File: config.mk
export PLATFORM = sky130hd
export DESIGN_NAME = sync_fifo_param
export DESIGN_NICKNAME = d
export VERILOG_FILES = /design/src/rtl/sync_fifo_param.sv
export SDC_FILE = /design/constraint.sdc
export NUM_CORES = 1
export LEC_CHECK = 0
export ABC_AREA = 1
export CORE_MARGIN = 5
export CORE_UTILIZATION = 40
export CTS_CLUSTER_SIZE = 20
export DETAILED_ROUTE_END_ITERATION = 16
export HOLD_SLACK_MARGIN = 0.15
export PLACE_DENSITY = 0.66
export SYNTH_ARGS = -nofsm -noshare
export SYNTH_HDL_FRONTEND = slang
export SYNTH_SLANG_ARGS = --single-unit
File: constraint.sdc
create_clock -name clk -period 2.24 [get_ports clk]
set_clock_uncertainty 0.15 [all_clocks]
set_input_delay 0.224 -clock clk [delete_from_list [all_inputs] [get_ports clk]]
set_output_delay 0.224 -clock clk [all_outputs]
set_load 0.01 [all_outputs]
File: src/rtl/sync_fifo_param.sv
// Parametrised single-clock FIFO with occupancy count, thresholds, sticky error flags and flush.
// Latency: registered read gives data 1 cycle after the accepting edge; show-ahead presents the head word combinationally.
// Backpressure: writes are rejected when full unless a read frees a slot that cycle; rejected requests set sticky flags.
module sync_fifo_param #(
  parameter int DATA_WIDTH = 8,
  parameter int ADDR_WIDTH = 4,
  parameter int AF_LEVEL   = 12,
  parameter int AE_LEVEL   = 2,
  parameter int SHOW_AHEAD = 0
) (
  input  logic                  clk,
  input  logic                  reset_n,
  input  logic                  clear,
  input  logic                  w_enable,
  input  logic [DATA_WIDTH-1:0] w_data,
  input  logic                  r_enable,
  output logic [DATA_WIDTH-1:0] r_data,
  output logic                  r_valid,
  output logic                  full,
  output logic                  empty,
  output logic                  almost_full,
  output logic                  almost_empty,
  output logic [ADDR_WIDTH:0]   count,
  output logic                  overflow,
  output logic                  underflow
);

  localparam int DEPTH = 2 ** ADDR_WIDTH;
  localparam logic [ADDR_WIDTH:0]   DEPTH_C = (ADDR_WIDTH + 1)'(DEPTH);
  localparam logic [ADDR_WIDTH:0]   AF_C    = (ADDR_WIDTH + 1)'(AF_LEVEL);
  localparam logic [ADDR_WIDTH:0]   AE_C    = (ADDR_WIDTH + 1)'(AE_LEVEL);
  localparam logic [ADDR_WIDTH:0]   CNT_ONE = 1;
  localparam logic [ADDR_WIDTH-1:0] PTR_ONE = 1;

  // Threshold legality is a build-time property of the instance.
  if (AF_LEVEL < 1 || AF_LEVEL > DEPTH) begin : g_bad_af
    $error("sync_fifo_param: AF_LEVEL out of range 1..DEPTH");
  end
  if (AE_LEVEL < 0 || AE_LEVEL > DEPTH - 1) begin : g_bad_ae
    $error("sync_fifo_param: AE_LEVEL out of range 0..DEPTH-1");
  end

  logic [DATA_WIDTH-1:0] mem_q [DEPTH];
  logic [ADDR_WIDTH-1:0] w_ptr_q, w_ptr_d, r_ptr_q, r_ptr_d;
  logic [ADDR_WIDTH:0]   count_q, count_d;
  logic                  overflow_q, overflow_d, underflow_q, underflow_d;
  logic                  r_accept, w_accept;

  // Flags come from the registered count only, never from the request inputs.
  assign empty        = (count_q == '0);
  assign full         = (count_q == DEPTH_C);
  assign almost_full  = (count_q >= AF_C);
  assign almost_empty = (count_q <= AE_C);
  assign count        = count_q;
  assign overflow     = overflow_q;
  assign underflow    = underflow_q;

  // A pop on a full FIFO frees the slot the concurrent write lands in; no empty bypass.
  assign r_accept = r_enable && !empty;
  assign w_accept = w_enable && (!full || r_accept);

  // Next-state for pointers, occupancy and sticky flags; flush zeroes them all.
  always_comb begin
    w_ptr_d     = w_ptr_q;
    r_ptr_d     = r_ptr_q;
    count_d     = count_q;
    overflow_d  = overflow_q;
    underflow_d = underflow_q;
    if (w_accept) w_ptr_d = w_ptr_q + PTR_ONE;
    if (r_accept) r_ptr_d = r_ptr_q + PTR_ONE;
    if (w_accept && !r_accept) begin
      count_d = count_q + CNT_ONE;
    end else if (r_accept && !w_accept) begin
      count_d = count_q - CNT_ONE;
    end
    if (w_enable && !w_accept) overflow_d = 1'b1;
    if (r_enable && empty) underflow_d = 1'b1;
    if (clear) begin
      w_ptr_d     = '0;
      r_ptr_d     = '0;
      count_d     = '0;
      overflow_d  = 1'b0;
      underflow_d = 1'b0;
    end
  end

  // Control state register with synchronous active-low reset.
  always_ff @(posedge clk) begin
    if (!reset_n) begin
      w_ptr_q     <= '0;
      r_ptr_q     <= '0;
      count_q     <= '0;
      overflow_q  <= 1'b0;
      underflow_q <= 1'b0;
    end else begin
      w_ptr_q     <= w_ptr_d;
      r_ptr_q     <= r_ptr_d;
      count_q     <= count_d;
      overflow_q  <= overflow_d;
      underflow_q <= underflow_d;
    end
  end

  // Storage is never reset; reset/flush only discard it by moving the pointers.
  always_ff @(posedge clk) begin
    if (reset_n && !clear && w_accept) mem_q[w_ptr_q] <= w_data;
  end

  if (SHOW_AHEAD != 0) begin : g_show_ahead
    assign r_data  = mem_q[r_ptr_q];
    assign r_valid = !empty;
  end else begin : g_registered
    logic [DATA_WIDTH-1:0] r_data_q;
    logic                  r_valid_q;

    // Registered read port: data holds between pops, valid pulses once per pop.
    always_ff @(posedge clk) begin
      if (!reset_n) begin
        r_data_q  <= '0;
        r_valid_q <= 1'b0;
      end else if (clear) begin
        r_valid_q <= 1'b0;
      end else begin
        r_valid_q <= r_accept;
        if (r_accept) r_data_q <= mem_q[r_ptr_q];
      end
    end

    assign r_data  = r_data_q;
    assign r_valid = r_valid_q;
  end

endmodule

==> flow_metrics.env, run 1 <==
export IMPL_cts_setup_buffers=0
export IMPL_grt_overflow=0
export IMPL_top_ff_cell_synth="sky130_fd_sc_hd__edfxtp_1"
export IMPL_syn_area_per_cell_sq_um=10.0
export IMPL_synth_commonest_cells="216 x sky130_fd_sc_hd__nand2_1, 128 x sky130_fd_sc_hd__edfxtp_1, 98 x sky130_fd_sc_hd__nand3_1, 86 x sky130_fd_sc_hd__inv_1"
export IMPL_effective_utilization_at_floorplan_pct=40.7
export IMPL_portion_of_the_post_synthesis_area_used_by_sequential_elements_pct=64.3
export IMPL_drtIter0Drc=404
export IMPL_synthTopCellsByArea="sky130_fd_sc_hd__edfxtp_1 57%, sky130_fd_sc_hd__nand2_1 12%, sky130_fd_sc_hd__nand3_1 7.3%"
export IMPL_mappedNetlistNets=693
export IMPL_timing_hold_violations_final=0
export IMPL_number_of_cells_produced_by_synthesis=670
export IMPL_maximum_buffer_depth_of_the_clock_tree=2
export IMPL_whs_ps=321
export IMPL_worstPathArrival_ps=1750
export IMPL_replace_congestion=0.852
export IMPL_timing_max_transition_violations_final=0
export IMPL_number_of_global_route_vias_before_repair=4488
export IMPL_antenna_cells_inserted=0
export IMPL_rsz0062_at_grt="false"
export IMPL_drtAntennaViolNets=0
export IMPL_drtPass1Iterations=7
export IMPL_floorplan_die_area_sq_um=19500
export IMPL_hold_path_class="in -> reg"
export IMPL_actual_slew_at_the_worst_max_slew_pin_ps=675
export IMPL_setup_violations=0
export IMPL_timing_fmax_ghz=0.472
export IMPL_worstPathMaxFanout=4
export IMPL_dp_wirelength_microns=9760
export IMPL_layout_min_cycle_time_ps=2120
export IMPL_grt_pass1_wl_microns=24000
export IMPL_ys_ff_latch=152
export IMPL_fin_crit_sh_pct=94.6
export IMPL_clkSlewWorstSetupHoldPaths_ps=60
export IMPL_power_density_cell_area_nw_per_um2=857
export IMPL_die_w_microns=140
export IMPL_grt_start_max_net_pins=53
export IMPL_async_flop_share_pct=0
export IMPL_synthesis_area_sq_um=6730
export IMPL_status="finished, final reports clean"
export IMPL_synth_top_cell_area_share_pct=57.2
export IMPL_timing_critical_path_to_type="primary output"
export IMPL_num_vias=4662
export IMPL_port_buffers=32
export IMPL_cp_required_ps=1870
export IMPL_relative_max_transition_margin_pct=54.8
export IMPL_cts_root_buffer_cell="sky130_fd_sc_hd__clkbuf_16"
export IMPL_route_detailed_drc=0
export IMPL_totalPowerFinal_uw=6950
export IMPL_std_cell_rows=47
export IMPL_drv_max_cap_violation_count=0
export IMPL_share_of_final_layout_standard_cells_stronger_than_drive_strength_1_pct=12.4
export IMPL_post_drt_via_cell_ratio=4.82
export IMPL_ir_worst_vdd_mv=0.513
export IMPL_fillCellCount=1459
export IMPL_ys_warn_count=0
export IMPL_grt_use_total_pct=16.0
export IMPL_synth_largest_area_cell="sky130_fd_sc_hd__edfxtp_1"
export IMPL_dieHeight_microns=140
export IMPL_yosys_cell_count_top_type="sky130_fd_sc_hd__nand2_1"
export IMPL_routed_wl_microns=15100
export IMPL_antenna_found_initial=0
export IMPL_coreArea_sq_um=16500
export IMPL_setup_slack_ps=120
export IMPL_timing_worst_setup_path_type="reg -> out"
export IMPL_numCtsBuffers=17
export IMPL_critPathLaunchType="register"
export IMPL_cts_tree="yes"
export IMPL_cts_hold_buffers=0
export IMPL_area_growth_pct=20.5
export IMPL_power_leakage_uw=0.00338
export IMPL_finalNetCount=758
export IMPL_htreeDepth=4
export IMPL_yosysUniqueCellTypes=29
export IMPL_number_of_flops_mapped_to_enable_cells_by_yosys=128
export IMPL_num_io_pins=33
export IMPL_cts_sinks=152
export IMPL_worstSkewPairLatency_ps=430
export IMPL_wl_per_cell_microns=15.6
export IMPL_detailedPlace_worstSlack_ps=-111
## critical path, stage by stage, from the launching register on
cell and delay, ps:
sky130_fd_sc_hd__dfxtp_1 370, sky130_fd_sc_hd__buf_4 170, sky130_fd_sc_hd__inv_1 60, sky130_fd_sc_hd__o21ai_0 150, sky130_fd_sc_hd__clkdlybuf4s50_1 570
## stage by stage
| step | utilization [%] | cell area (sq um) | TNS [ps] | instances |
|---|---|---|---|---|
| final | 49.1 | 8110 | 0 | 968 |
| after global routing | 49.1 | 8110 | 0 | 968 |
| after CTS | 48.9 | 8080 | 0 | 968 |
| after detailed placement | 45.3 | 7480 | -142 | 936 |
| after global placement | 45.3 | 7480 | -99.7 | 936 |
| after floorplan | - | 6730 | 0 | 670 |
## metal layers
layer | track usage, % | up-vias | part of all wire, % | wire, microns
li1 | - | 2317 | - | -
met3 | 3.26 | 22 | 4.5 | 671
met1 | 20.7 | 2215 | 42 | 6360
met4 | 6.68 | 0 | 2.2 | 338
met2 | 26.5 | 108 | 51 | 7700
met5 | 0 | - | 0 | 0
## where the power goes
group          leakage (uW)  switching, uW  internal [uW]
clock network      0.000295           1050           1800
logic               0.00174            555            394
registers           0.00135           29.6           3120
## logic make-up (layout without fill, tap and decap cells)
group,Yosys count,after routing,synth area share (%)
xor+xnor,6,6,0.781
compound gates,32,32,2.73
flops,152,152,64.3
fa+ha+maj,10,10,1.97
simple gates,346,346,22.1
buf+inv,124,202,8.13
## cell usage in the layout (no fill, tap or decap)
master	count
sky130_fd_sc_hd__nor2_1	24
sky130_fd_sc_hd__nor2_4	2
sky130_fd_sc_hd__xnor2_1	1
sky130_fd_sc_hd__a21oi_1	14
sky130_fd_sc_hd__edfxtp_1	128
sky130_fd_sc_hd__inv_4	2
sky130_fd_sc_hd__nor2_2	1
sky130_fd_sc_hd__nand2_4	1
sky130_fd_sc_hd__ha_1	7
sky130_fd_sc_hd__clkinv_4	1
sky130_fd_sc_hd__nor2_8	1
sky130_fd_sc_hd__a2111oi_0	1
sky130_fd_sc_hd__ha_4	2
sky130_fd_sc_hd__clkbuf_8	2
sky130_fd_sc_hd__nand2_2	1
sky130_fd_sc_hd__clkdlybuf4s50_1	31
sky130_fd_sc_hd__a21oi_2	1
sky130_fd_sc_hd__fa_1	1
sky130_fd_sc_hd__bufinv_16	3
sky130_fd_sc_hd__buf_4	41
sky130_fd_sc_hd__clkinv_2	5
sky130_fd_sc_hd__dlygate4sd2_1	1
sky130_fd_sc_hd__nand4_4	1
sky130_fd_sc_hd__clkbuf_1	4
sky130_fd_sc_hd__nand4_1	1
sky130_fd_sc_hd__o21ai_0	6
sky130_fd_sc_hd__nand2_1	216
sky130_fd_sc_hd__dfxtp_2	3
sky130_fd_sc_hd__dfxtp_1	21
sky130_fd_sc_hd__xor2_1	5
sky130_fd_sc_hd__o21a_1	8
sky130_fd_sc_hd__inv_1	85
sky130_fd_sc_hd__nand3_1	98
sky130_fd_sc_hd__clkinv_1	1
sky130_fd_sc_hd__clkbuf_16	17
sky130_fd_sc_hd__inv_2	7
sky130_fd_sc_hd__buf_12	2
sky130_fd_sc_hd__o21ai_1	2
## area by class of cell
| type | instances | area, sq um | area share (%) |
|---|---|---|---|
| sequential | 152 | 4330 | 53.4 |
| multi-input combinational | 394 | 1880 | 23.2 |
| timing repair buffer | 75 | 667 | 8.23 |
| clock buffer | 23 | 468 | 5.77 |
| inverter | 95 | 362 | 4.46 |
| tap | 220 | 275 | 3.40 |
| clock inverter | 9 | 124 | 1.53 |
## repair_timing
item	CTS	global route
pin swaps	0	1
setup endpoints to repair	1	3
cloned	0	0
resized for setup	1	6
## final timing paths
| kind | start | endpoint | slack [ps] | cells after the start |
|---|---|---|---|---|
| setup reg to reg | count[3] | count[3] | 150 | 13 |
| hold reg to reg | underflow | underflow | 330 | 2 |
| hold / removal | w_enable | overflow | 320 | 3 |
| setup / recovery | count[2] | almost_full | 120 | 4 |
## flip-flops by register name (all words and copies together) (netlist names)
| name | flops |
|---|---|
| r_ptr_q | 4 |
| count | 5 |
| r_valid | 1 |
| mem_q | 128 |
| underflow | 1 |
| w_ptr_q | 4 |
| overflow | 1 |
| r_data | 8 |
Note: power is estimated with default switching activity, not from simulation.
==> inputs of run 2 (changes only) <==
GPL_ROUTABILITY_DRIVEN = 1   (was not set)
SLEW_MARGIN = 0   (was not set)
==> results of run 2 <==
Same layout as run 1: the final DEF is identical, and so are final timing and power.
